--- src/rtl/operand_bypass.sv ---
// Operand fetch and forwarding between ID and EX: ID_EX operand flops, youngest-wins bypass, load-use detect, store-data flop.
// Latency: 1 cycle from src_addr/rf_data into ID_EX; opnd/byp_hit/load_use_stall are combinational from ID_EX and stg_*.
// Backpressure: stall_ID_EX holds ID_EX (flush wins), stall_EX_DM holds store data; load_use_stall asks the control to hold and bubble.
module operand_bypass #(
  parameter int DATA_W   = 16,
  parameter int ADDR_W   = 4,
  parameter int NUM_SRC  = 2,
  parameter int NUM_STG  = 2,
  parameter int ZERO_REG = 1
) (
  input  logic                       clk,
  input  logic                       rst,
  input  logic                       stall_ID_EX,
  input  logic                       flush_ID_EX,
  input  logic                       stall_EX_DM,
  input  logic [NUM_SRC*ADDR_W-1:0]  src_addr,
  input  logic [NUM_SRC-1:0]         src_en,
  input  logic [NUM_SRC*DATA_W-1:0]  rf_data,
  input  logic [NUM_STG*ADDR_W-1:0]  stg_dst,
  input  logic [NUM_STG-1:0]         stg_we,
  input  logic [NUM_STG-1:0]         stg_rdy,
  input  logic [NUM_STG*DATA_W-1:0]  stg_data,
  output logic [NUM_SRC*DATA_W-1:0]  opnd,
  output logic [NUM_SRC-1:0]         byp_hit,
  output logic                       load_use_stall,
  output logic [DATA_W-1:0]          st_data_EX_DM
);

  logic                      vld_q;
  logic [NUM_SRC*ADDR_W-1:0] addr_q;
  logic [NUM_SRC-1:0]        en_q;
  logic [NUM_SRC*DATA_W-1:0] rf_q;
  logic [NUM_SRC-1:0]        src_stall;

  // ID_EX register: flush clears valid/enables but leaves the payload, stall holds everything
  always_ff @(posedge clk or posedge rst) begin
    if (rst) begin
      vld_q  <= 1'b0;
      addr_q <= '0;
      en_q   <= '0;
      rf_q   <= '0;
    end else if (flush_ID_EX) begin
      vld_q  <= 1'b0;
      en_q   <= '0;
    end else if (!stall_ID_EX) begin
      vld_q  <= 1'b1;
      addr_q <= src_addr;
      en_q   <= src_en;
      rf_q   <= rf_data;
    end
  end

  for (genvar i = 0; i < NUM_SRC; i++) begin : g_src
    logic [ADDR_W-1:0] addr;
    logic [DATA_W-1:0] rf;
    logic              en;
    logic              is_zero;
    logic              hit;
    logic              rdy;
    logic [DATA_W-1:0] fwd;

    assign addr    = addr_q[i*ADDR_W +: ADDR_W];
    assign rf      = rf_q[i*DATA_W +: DATA_W];
    assign en      = en_q[i];
    assign is_zero = (ZERO_REG != 0) && (addr == '0);

    // Scan oldest to youngest so the youngest matching stage overwrites any older one
    always_comb begin
      hit = 1'b0;
      rdy = 1'b1;
      fwd = '0;
      for (int s = NUM_STG - 1; s >= 0; s--) begin
        if (vld_q && en && stg_we[s] && !is_zero &&
            (stg_dst[s*ADDR_W +: ADDR_W] == addr)) begin
          hit = 1'b1;
          rdy = stg_rdy[s];
          fwd = stg_data[s*DATA_W +: DATA_W];
        end
      end
    end

    // Register 0 never matches, so the hardwired zero only replaces the RF value
    assign opnd[i*DATA_W +: DATA_W] = hit ? fwd : (is_zero ? '0 : rf);
    assign byp_hit[i]               = hit;
    assign src_stall[i]             = hit & ~rdy;
  end

  assign load_use_stall = |src_stall;

  // Store data follows source 0 into EX_DM; a load-use bubble carries zero
  always_ff @(posedge clk or posedge rst) begin
    if (rst) begin
      st_data_EX_DM <= '0;
    end else if (!stall_EX_DM) begin
      st_data_EX_DM <= load_use_stall ? '0 : opnd[DATA_W-1:0];
    end
  end

endmodule
--- config.mk ---
export PLATFORM = sky130hd
export DESIGN_NAME = operand_bypass
export DESIGN_NICKNAME = d
export VERILOG_FILES = /design/src/rtl/operand_bypass.sv
export SDC_FILE = /design/constraint.sdc
export NUM_CORES = 1
export LEC_CHECK = 0
export ABC_AREA = 0
export BUFFER_PORTS_ARGS = -buffer_cell sky130_fd_sc_hd__buf_2
export CORE_UTILIZATION = 35
export DETAILED_ROUTE_END_ITERATION = 7
export SLEW_MARGIN = 20
export SYNTH_ARGS = -nofsm -noshare
export SYNTH_HDL_FRONTEND = slang
export SYNTH_SLANG_ARGS = --single-unit
--- constraint.sdc ---
create_clock -name clk -period 5.6 [get_ports clk]
set_input_delay 1.4 -clock clk [delete_from_list [all_inputs] [get_ports clk]]
set_output_delay 1.4 -clock clk [all_outputs]
set_load 0.02 [all_outputs]
==> impl_metrics.json <==
{
  "time_the_final_worst_path_needs_with_i_o_delays_and_setup_ns": 4.62,
  "cp-start-kind": "input pin",
  "layout.cell_area.non_filler_um2": 4070,
  "critical_path_arrival_ns": 3.22,
  "sequentialPowerShare": 0.401,
  "htree_num_levels": 3,
  "detailed_place_hpwl_um": 6920,
  "power_per_cell_area_nw_per_um2": 321,
  "drt_first_iter_violations": 121,
  "clock_latency_ns": 0.33,
  "synth_edf_count": 0,
  "number_of_vias_in_the_routed_layout": 2799,
  "syn2layout_area_growth_pct": 31.5,
  "number_of_global_route_vias_before_repair": 2641,
  "post_cts_hold_buffer_count": 0,
  "floorplan.die_area_um2": 9210,
  "chipWidth_um": 96.0,
  "swShare": 0.321,
  "finalClockSkew_ns": 0.0117,
  "period_share": 0.826,
  "critical_path.n_buffers_inverters": 2,
  "crit_path_max_incr_delay_ns": 0.62,
  "basic_gate_share_of_the_synthesized_area_counting_and_or_nand_and_nor_cells": 0.115,
  "slew_violations": 0,
  "yosys_warnings": 0,
  "critical_path.most_common_cell": "buf_2",
  "routabilityCongestion": 0.951,
  "syn-cell-area_um2": 3090,
  "cpMaxStageDelayCell": "a211oi_4",
  "netlist.top_cell.by_area": "dfrtp_1",
  "combinational_family_with_the_most_area_after_synthesis": "compound AO/OA/AOI/OAI gates",
  "post_synth_xor_area_fraction": 0.0453,
  "design.portCount": 142,
  "cts_resized": 0,
  "yosys-top-cells-count": "59 x dfrtp_1, 36 x nand2_1, 28 x o21ai_0",
  "dpl_worst_slack_ns": 1.00,
  "criticalPathCategory": "input pin to output port",
  "fillerInstances": 839,
  "grt_overflow": 0,
  "num-nets-final": 529,
  "slew-limit-headroom": 0.488,
  "synth_most_common_cell": "dfrtp_1",
  "drt-wirelength-per-cell_um": 16.8,
  "worst_ep_required_time_ns": 4.20,
  "setup_slack_ns": 0.977,
  "rsz0062_at_grt": "false",
  "critical_path.endpoint_type": "output port",
  "worstPathMaxFanout": 17,
  "synth_fp_nets": 395,
  "clock_group_share_of_total_power": 0.337,
  "vdd_ir_drop_max_mv": 0.140,
  "hold_class": "register to register",
  "setup_violations": 0,
  "series_of_cell_instances_along_the_critical_path": "buf_2 > xnor2_1 > nand4_1 > a211oi_4 > a22oi_1 > o21ai_0 > buf_2",
  "ys_ff_latch": 59,
  "placeableCoreArea_um2": 8380,
  "place.port_buffers": 141,
  "p_leak_uw": 0.00200,
  "tritoncts_num_sinks": 59,
  "synth.area.mux_share": 0.0939,
  "power_uw": 1300,
  "wirelength_um": 9220,
  "remaining_drc_errors": 0,
  "power.net_switching_uw": 419,
  "setup_tns_ns": 0,
  "crit_family": "compound AO/OA/AOI/OAI gates",
  "yosys_most_used_dff": "dfrtp_1",
  "core.rowCount": 33,
  "insertedDiodeCount": 0,
  "avgViaCountPerCell": 5.11,
  "yosysUniqueCellTypes": 36,
  "dpl_cell_area_um2": 3840,
  "timing_hold_violations_final": 0,
  "tritoncts_clock_tree": "built",
  "global_route_wire_length_before_repair_um": 14100,
  "cts_root_buf": "clkbuf_8",
  "synth.top_cell.area_share": 0.478,
  "numCtsBuffers": 9,
  "clock_tree.buffer_depth": 2,
  "initial_standard_cell_utilization_of_the_core": 0.369,
  "fmaxAchievable_mhz": 216,
  "syn_avg_cell_area_um2": 10.2,
  "drv_cap": 0,
  "power.internal_uw": 886,
  "grt_start_max_net_pins": 60,
  "synth_seq_area_share": 0.478,
  "status": "finished clean",
  "grt_antenna_before_repair": 0,
  "cts_post_setup_buffers_inserted": 0,
  "clk_pin_slew_ns": 0.07,
  "antenna_left": 0,
  "final_layout_size_suffix_gt1_frac": 0.438,
  "synth-adder-area-share": 0,
  "syn_inst": 304,
  "compound_gate_portion_of_the_synthesized_area": 0.205,
  "async_flop_share": 1.00,
  "grt_use_total": 0.210,
  "die_height_um": 96.0,
  "comb_power_share": 0.262,
  "worst-slew-pin-transition_ns": 0.769,
  "post_synth_main_area_contributors": "dfrtp_1 48%, mux2_2 8.7%, a221o_1 5.2%",
  "drt_pre_antenna_iters": 4
}
[worst paths after layout]
path / startpoint / cells after the start / slack, ns / endpoint
worst min register to register: st_data_EX_DM[11]$_DFFE_PP0N_ / 1 / 0.50 / st_data_EX_DM[11]$_DFFE_PP0N_
min in group asynchronous: rst / 3 / 1.28 / st_data_EX_DM[11]$_DFFE_PP0N_
worst min-delay path: st_data_EX_DM[11]$_DFFE_PP0N_ / 1 / 0.50 / st_data_EX_DM[11]$_DFFE_PP0N_
max in group asynchronous: rst / 3 / 3.81 / rf_q[23]$_DFFE_PP0P_
worst max register to register: addr_q[1]$_DFFE_PP0P_ / 6 / 3.12 / st_data_EX_DM[0]$_DFFE_PP0N_
worst max-delay path: stg_dst[5] / 7 / 0.98 / opnd[6]
[sequential cells by signal, summed over array words and instances, names as in the netlist]
register	count
rf_q	32
st_data_EX_DM	16
addr_q	8
en_q	2
vld_q	1
[cells in the final DEF (no fill, tap or decap), types with 2 or more instances in the layout]
| cell | count |
|---|---|
| buf_2 | 141 |
| dfrtp_1 | 59 |
| nand2_1 | 36 |
| o21ai_0 | 28 |
| mux2_2 | 24 |
| nor2_1 | 22 |
| inv_1 | 18 |
| a22oi_1 | 16 |
| a22o_1 | 16 |
| a221o_1 | 16 |
| xnor2_1 | 14 |
| clkbuf_8 | 9 |
| nand3_1 | 4 |
| o21ai_1 | 4 |
| buf_4 | 4 |
| a21oi_1 | 3 |
| mux2i_1 | 2 |
| xor2_1 | 2 |
| and4_1 | 2 |
| clkinv_4 | 2 |
| inv_6 | 2 |
| bufinv_16 | 2 |
[power groups by stage]
| stage | Sequential [uW] | Clock, uW | Combinational (uW) |
|---|---|---|---|
| after floorplan | 546 | 0 | 200 |
| after global placement | 530 | 0 | 342 |
| after detailed placement | 532 | 0 | 344 |
| after CTS | 524 | 455 | 345 |
| after global routing | 531 | 476 | 375 |
| final | 523 | 440 | 341 |
[metal layers]
| layer | up-vias | global-route usage | share of wire |
|---|---|---|---|
| li1 | 1356 | - | - |
| met1 | 1322 | 0.313 | 0.48 |
| met2 | 109 | 0.290 | 0.44 |
| met3 | 12 | 0.0395 | 0.058 |
| met4 | 0 | 0.0970 | 0.019 |
| met5 | - | 0 | 0 |
[worst reg2reg max path, delay by kind of cell (launching register included)]
family | cells | cell delay, ns
AND/OR/NAND/NOR | 3 | 1.09
flip-flops | 1 | 0.44
AO/OA/AOI/OAI | 2 | 0.66
XOR/XNOR | 1 | 0.18
[final cells by class]
cell class	instances	area (um2)	area share
clock buffer	9	124	0.0305
clock inverter	7	100	0.0246
inverter	19	71.3	0.0175
multi-input combinational	204	1430	0.351
sequential	59	1480	0.363
tap	105	131	0.0323
timing repair buffer	145	736	0.181
[stage by stage]
step	instances	hold slack, ns	utilization
final	548	0.504	0.485
after global routing	548	0.524	0.485
after CTS	548	0.509	0.485
after detailed placement	532	0.492	0.458
after global placement	532	0.487	0.458
after floorplan	304	0.481	-
[cell families after synthesis]
family | Yosys count
xor gates and xnor gates | 16
buffers and inverters | 41
AOI/OAI and AO/OA | 86
muxes | 26
DFF | 59
and+or+nand+nor | 76
Note: power is estimated with default switching activity, not from simulation.
